===== config.mk =====
export PLATFORM = sky130hd
export DESIGN_NAME = fetch_stage
export DESIGN_NICKNAME = d
export VERILOG_FILES = /design/src/rtl/fetch_stage.sv
export SDC_FILE = /design/constraint.sdc
export NUM_CORES = 1
export LEC_CHECK = 0
export BUFFER_PORTS_ARGS = -buffer_cell sky130_fd_sc_hd__buf_4
export CELL_PAD_IN_SITES_DETAIL_PLACEMENT = 1
export CELL_PAD_IN_SITES_GLOBAL_PLACEMENT = 1
export CORE_MARGIN = 3
export CORE_UTILIZATION = 47
export CTS_CLUSTER_SIZE = 25
export DETAILED_ROUTE_END_ITERATION = 8
export GPL_TIMING_DRIVEN = 1
export HOLD_SLACK_MARGIN = 0.06
export PLACE_DENSITY_LB_ADDON = 0.05
export SYNTH_ARGS = -nofsm -noshare
export SYNTH_HDL_FRONTEND = slang
export SYNTH_SLANG_ARGS = --single-unit

===== constraint.sdc =====
create_clock -name clk -period 8.5 [get_ports clk]
set_input_delay 0.85 -clock clk [delete_from_list [all_inputs] [get_ports clk]]
set_output_delay 0.85 -clock clk [all_outputs]
set_load 0.01 [all_outputs]

===== src/rtl/fetch_stage.sv =====
// fetch_stage: owns the PC, issues sequential imem reads, buffers tagged words in a skid FIFO for decode
module fetch_stage #(
    parameter logic [31:0] RESET_PC = 32'h0000_0000,
    parameter int          DEPTH    = 2
) (
    input  logic        clk,
    input  logic        reset,
    output logic        imem_req,
    output logic [31:0] imem_addr,
    input  logic [31:0] imem_rdata,
    input  logic        redirect_valid,
    input  logic [31:0] redirect_pc,
    output logic        inst_valid,
    input  logic        inst_ready,
    output logic [31:0] inst_out,
    output logic [31:0] inst_pc
);
    localparam int AW = $clog2(DEPTH);

    logic [31:0]   fetch_pc;
    logic [31:0]   inflight_pc;
    logic          inflight;
    logic [31:0]   fifo_pc   [DEPTH];
    logic [31:0]   fifo_inst [DEPTH];
    logic [AW-1:0] rd_ptr;
    logic [AW-1:0] wr_ptr;
    logic [AW:0]   count;
    logic [AW+1:0] occupancy;
    logic          pop;
    logic          push;
    logic          issue;

    assign inst_valid = ~reset & (count != '0);
    assign pop        = inst_valid & inst_ready;
    assign push       = inflight & ~redirect_valid;
    // slots committed after this cycle: buffered words plus the one still in flight, minus the one leaving
    assign occupancy  = {1'b0, count} + (AW+2)'(inflight) - (AW+2)'(pop);
    assign issue      = ~reset & ~redirect_valid & (occupancy < (AW+2)'(DEPTH));
    assign imem_req   = issue;
    assign imem_addr  = reset ? RESET_PC : fetch_pc;
    assign inst_out   = inst_valid ? fifo_inst[rd_ptr] : '0;
    assign inst_pc    = inst_valid ? fifo_pc[rd_ptr] : '0;

    // PC advance, in-flight flag and FIFO pointers; redirect flushes everything buffered
    always_ff @(posedge clk) begin
        if (reset) begin
            fetch_pc <= RESET_PC;
            inflight <= 1'b0;
            count    <= '0;
            rd_ptr   <= '0;
            wr_ptr   <= '0;
        end else if (redirect_valid) begin
            fetch_pc <= redirect_pc & 32'hFFFF_FFFC;
            inflight <= 1'b0;
            count    <= '0;
            rd_ptr   <= '0;
            wr_ptr   <= '0;
        end else begin
            if (issue) fetch_pc <= fetch_pc + 32'd4;
            inflight <= issue;
            if (push) wr_ptr <= wr_ptr + 1'b1;
            if (pop) rd_ptr <= rd_ptr + 1'b1;
            count <= count + (AW+1)'(push) - (AW+1)'(pop);
        end
    end

    // storage and the in-flight PC tag are qualified by count/inflight, so they need no reset
    always_ff @(posedge clk) begin
        if (issue) inflight_pc <= fetch_pc;
        if (push) begin
            fifo_pc[wr_ptr]   <= inflight_pc;
            fifo_inst[wr_ptr] <= imem_rdata;
        end
    end

    // the issue throttle must keep a returning word from landing on a full FIFO
    always_ff @(posedge clk) begin
        if (!reset) assert (!(push && !pop && count == (AW+1)'(DEPTH)));
    end
endmodule

==> impl_metrics.py, run 1 <==
metrics = {
    "global_routing": {
        "grt_usage_pct": 21.0,
        "grt_start_max_net_pins": 68,
        "grt_pass1_wl_um": 29700,
        "antenna_found_initial": 0,
        "grt_pass1_vias": 5596,
        "grt-ovfl-total": 0,
    },
    "sta": {
        "layout_setup_ws_ps": 4020,
        "fmax_mhz": 223,
        "drv_slew": 0,
        "final-setup-viol-count": 0,
        "rsz0062_at_grt": "false",
        "tightest_slew_ps": 1140,
        "relSlewSlack_pct": 24.3,
        "setup-tns-final_ps": 0,
        "skew_ps": 10.7,
        "fin_crit_sh_pct": 52.7,
        "hold_ws_ps": 446,
        "hold_viol": 0,
        "min_period_ps": 4480,
    },
    "synthesis": {
        "yosysWarnings": 0,
        "ys_types": 53,
        "synthCells": 601,
        "avgSynthCellArea_um2": 13.2,
        "synth_flop_cell": "edfxtp_1",
        "synthMuxAreaShare_pct": 8.26,
        "synth-compound-area-share_pct": 5.42,
        "synth-simple-area-share_pct": 13.9,
        "synth_seq_area_share_pct": 67.5,
        "synth_top_family_by_area": "simple AND/OR/NAND/NOR gates",
        "netlist_area_um2": 7920,
        "yosys.area_share.adder_pct": 0.569,
        "synthArstFlopShare_pct": 0,
        "ys_ff_latch": 190,
        "synth_xor_area_share_pct": 1.66,
        "synth_edf_count": 154,
    },
    "routing": {
        "vias": 5272,
        "first_pass_iters": 4,
        "drt_iter0_drc": 251,
        "ant_nets": 0,
        "routed_wl_um": 19000,
        "drc": 0,
        "wl_per_cell_um": 19.5,
        "drt-vias-per-instance": 5.41,
    },
    "place": {
        "post-place-ws_ps": 4090,
        "dpl.cell_count": 943,
        "place.gp.congestion": 0.776,
        "dp.final_hpwl_um": 11900,
        "portBuffers": 159,
    },
    "setup_path": {
        "end_kind": "primary output",
        "slowest_stage": "buf_4",
        "reg2regPathDepth": 13,
        "crit_fanout": 67,
        "worstPathRequired_ps": 7650,
        "start_kind": "input port",
        "path_class": "in -> out",
        "worstPathArrival_ps": 3630,
        "r2r_start": "count[1]$_SDFF_PN0_",
        "cp_cell_sequence": "buf_4 -> o21bai_4 -> inv_1 -> nand2_1 -> xnor2_1 -> nand2_1 -> fa_1 -> xnor2_1 -> nand3_1 -> inv_2 -> buf_4",
        "reg2reg_slack_ps": 5100,
        "cp_slowest_stage_delay_ps": 550,
        "regToRegEndpoint": "fetch_pc[23]$_SDFFE_PP0P_",
    },
    "clock_tree": {
        "cts.clk_slew.worst_paths_ps": 70,
        "holdBufCountCts": 0,
        "ctsResizeCount": 0,
        "cts_tree": "done",
        "h-tree-depth": 4,
        "cts_max_path_buffers": 2,
        "clk_latency_ps": 430,
        "post_cts_buffers": 0,
        "cts_buffers": 17,
        "cts_root_buf": "clkbuf_16",
        "clkSinkCount": 190,
    },
    "pwr": {
        "finalPower_w": 0.00193,
        "leakage_nw": 3.51,
        "vdd_drop_max_mv": 0.132,
        "pwr_density_cell_nw_per_um2": 197,
    },
    "final_layout": {
        "finalNonFillerCells": 975,
        "final_layout_size_suffix_gt1_share_pct": 27.3,
        "seqCellArea_um2": 5350,
        "final_common_cell": "buf_4",
        "finalNetCount": 817,
        "final_cell_mix": "buf_4, edfxtp_1, nor2_1, mux2i_1, dfxtp_1",
        "fillCellCount": 1625,
        "multi_input_area_um2": 2400,
        "synthToLayoutAreaGrowth_pct": 23.9,
        "n_antenna_cell": 0,
    },
    "floorplanning": {
        "die_y_um": 136,
        "rows": 46,
        "dieArea_um2": 18400,
        "core-area_um2": 16200,
        "top_level_ports": 166,
        "initial_utilization_pct": 49.0,
        "die_w_um": 136,
    },
    "min_path": {
        "min_path_cells": 0,
        "min-delay-path-class": "reg -> reg",
        "holdPathEnd": "fifo_pc[0][11]$_DFFE_PP_",
        "worst_hold_startpoint": "inflight_pc[11]$_DFFE_PP_",
    },
    "run": {
        "maxCapViolCount": 0,
    },
    "run_status": {
        "status": "finished, final reports clean",
    },
}
[how the worst max path moves through the flow]
stage | startpoint | endpoint | slack, ps | depth (start not counted)
2_1_floorplan | redirect_valid | fifo_inst[0][0]$_DFFE_PP_ | 3830 | 4
3_3_place_gp | reset | imem_req | 4220 | 11
3_5_place_dp | reset | imem_req | 4090 | 11
4_1_cts | reset | imem_req | 3990 | 11
5_1_grt | reset | imem_req | 3840 | 11
6_report | reset | imem_req | 4020 | 11
[per-layer routing]
| metal | track usage (%) | up-vias | wire (um) | part of all wire [%] |
|---|---|---|---|---|
| met3 | 5.22 | 20 | 916 | 4.8 |
| met4 | 5.99 | 0 | 256 | 1.3 |
| met2 | 37.7 | 115 | 10100 | 53 |
| met5 | 0 | - | 0 | 0 |
| met1 | 25.1 | 2653 | 7680 | 40 |
| li1 | - | 2484 | - | - |
[worst max-delay path: cells and delay by family]
| family | cells | cell delay (ps) |
|---|---|---|
| compound gates | 1 | 250 |
| simple gates | 3 | 470 |
| fa+ha+maj | 1 | 400 |
| buf+inv | 4 | 1260 |
| xor+xnor | 2 | 340 |
[layout make-up]
type,instances,area share (%)
well taps,216,2.75
clock inverters,12,1.15
inverters,6,0.230
clock buffers,20,4.45
flip-flops and latches,190,54.5
multi-input cells,368,24.4
repair buffers,163,12.5
[per-stage QoR]
stage          utilization (%)  instance area [um^2]
2_1_floorplan                -                  7930
3_3_place_gp              57.3                  9260
3_5_place_dp              57.3                  9260
4_1_cts                   60.7                  9810
5_1_grt                   60.7                  9810
6_report                  60.7                  9810
[sequential cells by signal, indices dropped and copies added, names as in the netlist, named ones only]
signal and flops:
inflight_pc 30, fifo_pc 60, count 2, rd_ptr 1, fetch_pc 30, inflight 1, wr_ptr 1, fifo_inst 64
[power breakdown]
part / switching, W / internal (W) / total [W] / leakage [nW]
Clock: 0.000344 / 0.000405 / 0.000749 / 0.255
Sequential: 0.0000263 / 0.00104 / 0.00106 / 1.72
Combinational: 0.0000626 / 0.0000554 / 0.000118 / 1.54
[synth_stat cells, types with 7 or more instances]
library cell	count	area, um^2
a31oi_1	8	50.1
a22oi_1	8	60.1
nor3_1	7	35.0
dfxtp_1	36	721
o21ai_0	11	55.1
nor2_1	82	308
clkbuf_1	18	67.6
buf_2	12	60.1
nand2_1	27	101
o22ai_1	8	50.1
nand4_1	11	68.8
nand3_1	15	75.1
mux2i_1	62	621
edfxtp_1	154	4620
xor2_1	10	87.6
a21oi_1	20	100
nor2b_1	35	219
[logic make-up after synthesis]
| kind of cell | Yosys count |
|---|---|
| AND/OR/NAND/NOR | 212 |
| flip-flops | 190 |
| AO/OA/AOI/OAI | 69 |
| other | 1 |
| adder cells (fa/ha/maj) | 3 |
| buffers and inverters | 46 |
| multiplexers | 65 |
| XOR/XNOR | 15 |
Power figures use the tool's default switching activity.
==> run 2, diff against run 1 <==
--- a/config.mk
+++ b/config.mk
@@ -9,7 +9,7 @@
 export CELL_PAD_IN_SITES_DETAIL_PLACEMENT = 1
 export CELL_PAD_IN_SITES_GLOBAL_PLACEMENT = 1
 export CORE_MARGIN = 3
-export CORE_UTILIZATION = 47
+export CORE_UTILIZATION = 40
 export CTS_CLUSTER_SIZE = 25
 export DETAILED_ROUTE_END_ITERATION = 8
 export GPL_TIMING_DRIVEN = 1
==> constraint.sdc (replaced) <==
create_clock -name clk -period 4 [get_ports clk]
set_input_delay 0.4 -clock clk [delete_from_list [all_inputs] [get_ports clk]]
set_output_delay 0.4 -clock clk [all_outputs]
set_load 0.01 [all_outputs]
==> run 2 against run 1 <==
Against the previous run: sequential power is 110% higher; sequential cell count stayed put; die area is 17% higher; non-clock buffer count is 6 higher; combinational power is 120% higher; largest power group unchanged; highest routed layer unchanged.
==> impl_metrics.py, run 2 (same netlist as run 1, synthesis figures left out) <==
metrics = {
    "routing": {
        "met2WireLength_um": 9740,
        "ant_nets": 0,
        "met1_length_um": 7660,
        "drc": 0,
        "first_pass_iters": 4,
        "vias": 5238,
        "drt_iter0_drc": 195,
        "routed_wl_um": 18600,
        "wl_per_cell_um": 18.1,
        "drt-vias-per-instance": 5.11,
        "routed.top_layer": "met4",
        "wl_met3_um": 1020,
    },
    "clock_tree": {
        "cts_buffers": 17,
        "clk_latency_ps": 430,
        "cts_root_buf": "clkbuf_16",
        "clkSinkCount": 190,
        "cts_tree": "done",
        "holdBufCountCts": 0,
        "ctsResizeCount": 0,
        "cts.clk_slew.worst_paths_ps": 70,
        "h-tree-depth": 4,
        "cts_max_path_buffers": 2,
        "post_cts_buffers": 0,
    },
    "setup_path": {
        "slowest_stage": "dfxtp_1",
        "end_kind": "primary output",
        "path_class": "reg -> out",
        "crit_family": "buffers and inverters",
        "path_depth": 11,
        "cp_slowest_stage_delay_ps": 470,
        "crit_fanout": 20,
        "worstPathRequired_ps": 3600,
        "worstPathArrival_ps": 3150,
        "cp_cell_sequence": "o21bai_4 -> inv_1 -> nand2_1 -> xnor2_1 -> nand2_1 -> fa_1 -> xnor2_1 -> nand3_1 -> inv_2 -> buf_4 -> buf_4",
        "start_kind": "flop",
        "reg2regPathDepth": 12,
        "path_buf_inv": 4,
    },
    "pwr": {
        "p_clk_share_pct": 38.5,
        "sw_frac_of_total_pct": 22.8,
        "p_sw_w": 0.000932,
        "p_seq_share_pct": 55.2,
        "p_comb_share_pct": 6.3,
        "vdd_drop_max_mv": 0.303,
        "leakage_nw": 3.55,
        "internal_power_w": 0.00315,
        "pwr_density_cell_nw_per_um2": 412,
    },
    "sta": {
        "setup-tns-final_ps": 0,
        "fin_crit_sh_pct": 88.8,
        "fmax_mhz": 281,
        "rsz0062_at_grt": "false",
        "drv_slew": 0,
        "relSlewSlack_pct": 37.4,
        "tightest_slew_ps": 939,
        "final-setup-viol-count": 0,
        "hold_viol": 0,
        "hold_ws_ps": 155,
        "skew_ps": 10.8,
        "min_period_ps": 3550,
    },
    "final_layout": {
        "finalNetCount": 823,
        "n_antenna_cell": 0,
        "stdcell_area_um2": 9920,
        "fillCellCount": 1988,
        "final_common_cell": "buf_4",
        "post-route-util_pct": 52.0,
        "top_regs": "fifo_inst: 64 flops, fifo_pc: 60 flops",
        "final_cell_mix": "buf_4, edfxtp_1, nor2_1, mux2i_1, dfxtp_1",
        "top_register": "fifo_inst",
        "final_layout_size_suffix_gt1_share_pct": 28.1,
        "synthToLayoutAreaGrowth_pct": 25.3,
        "largest_reg_flops": 64,
        "seqCellArea_um2": 5350,
        "multi_input_area_um2": 2400,
        "finalNonFillerCells": 1025,
    },
    "place": {
        "dp.final_hpwl_um": 12300,
        "placed_area_um2": 9380,
        "portBuffers": 159,
        "dpl.cell_count": 993,
        "place.gp.congestion": 0.781,
    },
    "global_routing": {
        "grt_start_max_net_pins": 67,
        "antenna_found_initial": 0,
        "grt_pass1_wl_um": 29700,
        "grt-ovfl-total": 0,
        "grt_pass1_vias": 5653,
        "grt_usage_pct": 17.5,
    },
    "floorplanning": {
        "rows": 50,
        "die_w_um": 147,
        "dieArea_um2": 21500,
        "die_y_um": 147,
        "top_level_ports": 166,
        "core-area_um2": 19100,
        "initial_utilization_pct": 41.5,
    },
    "min_path": {
        "min_path_cells": 1,
        "min-delay-path-class": "in -> reg",
    },
    "run_status": {
        "status": "finished, final reports clean",
    },
    "run": {
        "maxCapViolCount": 0,
    },
}
==> run 2: cell types whose count changed in the layout (fill, tap and decap cells not counted), sizes merged <==
| cell | previous run | this run |
|---|---|---|
| buf | 163 | 169 |
| inv | 8 | 12 |
| clkinv | 5 | 3 |
| bufinv | 1 | 0 |
| clkinvlp | 4 | 3 |
==> run 2: per-layer routing <==
| metal | global-route usage, % | up-vias |
|---|---|---|
| met5 | 0 | - |
| met2 | 30.8 | 120 |
| met1 | 21.2 | 2616 |
| met3 | 4.57 | 14 |
| met4 | 4.99 | 0 |
| li1 | - | 2488 |
==> run 2: path summary, 6_finish.rpt <==
kind                                           startpoint                          to  slack (ps)
worst max register to register        count[1]$_SDFF_PN0_    fetch_pc[8]$_SDFFE_PP0P_         860
worst max-delay path                  count[1]$_SDFF_PN0_                    imem_req         450
worst min-delay path                       imem_rdata[19]  fifo_inst[0][19]$_DFFE_PP_         160
worst min register to register  inflight_pc[28]$_DFFE_PP_    fifo_pc[1][28]$_DFFE_PP_         440
==> run 2: layout make-up <==
class                           count  share of cell area (%)
Multi-Input combinational cell    368                    24.2
Sequential cell                   190                    53.9
Timing Repair Buffer              169                    12.9
Clock buffer                       20                    4.50
Inverter                            6                   0.227
Tap cell                          260                    3.28
Clock inverter                     12                    1.03
==> run 2: worst reg2reg max path, cell delays in order, from the launching register on <==
cell	delay, ps
dfxtp_1	470
o21bai_4	110
inv_1	70
nand2_1	170
xnor2_1	220
nand2_1	100
fa_1	390
xnor2_1	150
nand3_1	130
inv_2	200
nor2_1	660
o21ai_0	240
a21oi_1	170
==> run 2: through the flow <==
stage | total power [W] | worst slack [ps]
CTS | 0.00414 | 416
global route | 0.00426 | 247
floorplan | 0.00242 | 895
global placement | 0.00254 | 897
detailed placement | 0.00256 | 720
finish | 0.00409 | 447
==> run 2: power by group through the flow <==
stage	Combinational, W	Clock [W]	Sequential, W
after floorplan	0.000138	0	0.00228
after global placement	0.000248	0	0.00229
after detailed placement	0.000258	0	0.00230
after CTS	0.000260	0.00162	0.00226
after global routing	0.000282	0.00171	0.00227
final	0.000255	0.00157	0.00226
==> run 3, diff against run 2 <==
--- a/config.mk
+++ b/config.mk
@@ -6,6 +6,7 @@
 export NUM_CORES = 1
 export LEC_CHECK = 0
 export BUFFER_PORTS_ARGS = -buffer_cell sky130_fd_sc_hd__buf_4
+export CAP_MARGIN = 0
 export CELL_PAD_IN_SITES_DETAIL_PLACEMENT = 1
 export CELL_PAD_IN_SITES_GLOBAL_PLACEMENT = 1
 export CORE_MARGIN = 3
@@ -15,6 +16,7 @@
 export GPL_TIMING_DRIVEN = 1
 export HOLD_SLACK_MARGIN = 0.06
 export PLACE_DENSITY_LB_ADDON = 0.05
+export REMOVE_ABC_BUFFERS = 1
 export SYNTH_ARGS = -nofsm -noshare
 export SYNTH_HDL_FRONTEND = slang
 export SYNTH_SLANG_ARGS = --single-unit
==> constraint.sdc (replaced) <==
create_clock -name clk -period 4 [get_ports clk]
set_input_delay 0.6 -clock clk [delete_from_list [all_inputs] [get_ports clk]]
set_output_delay 0.6 -clock clk [all_outputs]
set_load 0.01 [all_outputs]
==> run 3 against run 2 <==
Against the previous run: sequential share of layout area down 0.088 points; via count about the same; sequential power about the same; critical path depth down 1; combinational power about the same; maximum frequency up 6.5%; first-iteration DRC count down 12%; clock power up 4%; die area unchanged; setup slack better by 220 ps; largest power group unchanged.
==> impl_metrics.py, run 3 (same netlist as run 1, synthesis figures left out) <==
metrics = {
    "sta": {
        "skew_ps": 9.78,
        "tightest_slew_ps": 1140,
        "min_period_ps": 3330,
        "hold_viol": 0,
        "drv_slew": 0,
        "relSlewSlack_pct": 23.9,
        "setup-tns-final_ps": 0,
        "final-setup-viol-count": 0,
        "fmax_mhz": 300,
        "rsz0062_at_grt": "false",
        "fin_crit_sh_pct": 83.4,
    },
    "run": {
        "maxCapViolCount": 0,
    },
    "floorplanning": {
        "dieArea_um2": 21500,
        "rows": 50,
        "top_level_ports": 166,
        "core-area_um2": 19100,
        "die_y_um": 147,
        "die_w_um": 147,
        "initial_utilization_pct": 41.5,
    },
    "clock_tree": {
        "cts_buffers": 17,
        "post_cts_buffers": 0,
        "cts_tree": "done",
        "cts_root_buf": "clkbuf_16",
        "clkSinkCount": 190,
        "cts.clk_slew.worst_paths_ps": 80,
        "clk_latency_ps": 430,
        "cts_max_path_buffers": 2,
        "ctsResizeCount": 0,
        "h-tree-depth": 4,
        "holdBufCountCts": 0,
    },
    "final_layout": {
        "n_antenna_cell": 0,
        "top_register": "fifo_inst",
        "multi_input_area_um2": 2400,
        "post-route-util_pct": 52.1,
        "seqCellArea_um2": 5350,
        "final_cell_mix": "buf_4, edfxtp_1, nor2_1, mux2i_1, dfxtp_1",
        "top_regs": "fifo_inst: 64 flops, fifo_pc: 60 flops",
        "final_layout_size_suffix_gt1_share_pct": 28.3,
        "synthToLayoutAreaGrowth_pct": 25.5,
        "final_common_cell": "buf_4",
        "stdcell_area_um2": 9940,
        "finalNetCount": 822,
        "largest_reg_flops": 64,
        "fillCellCount": 1968,
    },
    "place": {
        "dp.final_hpwl_um": 11900,
        "placed_area_um2": 9370,
        "place.gp.congestion": 0.754,
        "portBuffers": 159,
    },
    "global_routing": {
        "use_met2_pct": 29.2,
        "grtUsageMet3_pct": 3.61,
        "grt_pass1_vias": 5608,
        "grt_start_max_net_pins": 67,
        "grt-ovfl-total": 0,
        "grtUsageMet1_pct": 23.0,
        "grt_usage_pct": 17.5,
        "grt_pass1_wl_um": 30000,
        "antenna_found_initial": 0,
        "grt.busiest_layer": "met2",
    },
    "routing": {
        "wl_per_cell_um": 18.3,
        "ant_nets": 0,
        "first_pass_iters": 4,
        "drc": 0,
        "routed_wl_um": 18700,
        "vias": 5243,
        "drt_iter0_drc": 172,
        "drt-vias-per-instance": 5.12,
    },
    "min_path": {
        "min-delay-path-class": "in -> reg",
    },
    "setup_path": {
        "path_class": "reg -> out",
        "start_kind": "flop",
        "crit_fanout": 17,
        "worstPathRequired_ps": 3400,
        "worstPathArrival_ps": 2730,
        "end_kind": "primary output",
        "reg2reg_slack_ps": 900,
    },
    "pwr": {
        "vdd_drop_max_mv": 0.283,
        "pwr_density_cell_nw_per_um2": 417,
        "leakage_nw": 3.55,
    },
    "run_status": {
        "status": "finished, final reports clean",
    },
}
-- run 3: cell type report --
class                           instances  share of cell area, %
Inverter                                6                  0.227
Sequential cell                       190                   53.8
Multi-Input combinational cell        368                   24.1
Timing Repair Buffer                  168                   12.8
Tap cell                              260                   3.27
Clock buffer                           17                   4.28
Clock inverter                         15                   1.49
-- run 3: routing by layer --
layer  part of all wire (%)  wire (um)
met3                    4.8        908
met2                     49       9220
met1                     45       8390
met5                      0          0
met4                    1.2        226
-- run 3: final timing paths --
kind	from	endpoint	cells after the start
max reg2reg	count[1]$_SDFF_PN0_	fetch_pc[18]$_SDFFE_PP0P_	12
min reg2reg	inflight_pc[8]$_DFFE_PP_	fifo_pc[1][8]$_DFFE_PP_	0
max	count[1]$_SDFF_PN0_	imem_req	10
min	imem_rdata[4]	fifo_inst[0][4]$_DFFE_PP_	1
-- run 3: per-stage QoR --
step | instances | hold WS, ps | setup slack, ps | total power [W]
6_report | 1024 | 351 | 665 | 0.00414
2_1_floorplan | 564 | 421 | -2690 | 0.00240
3_3_place_gp | 992 | 425 | 711 | 0.00254
3_5_place_dp | 992 | 435 | 556 | 0.00256
4_1_cts | 1024 | 325 | 625 | 0.00420
5_1_grt | 1024 | 328 | 494 | 0.00430
-- run 3: report_power, final --
group / internal, W / switching, W
Clock: 0.000830 / 0.000800
Combinational: 0.000122 / 0.000132
Sequential: 0.00220 / 0.0000549
-- run 3: worst max-delay path: stages (launching register included) --
cell      delay [ps]
dfxtp_1          490
o21bai_4         110
inv_1             80
nand2_1          160
xnor2_1          170
nand2_1           90
fa_1             390
xnor2_1          160
nand3_1          140
inv_2            310
buf_4            190
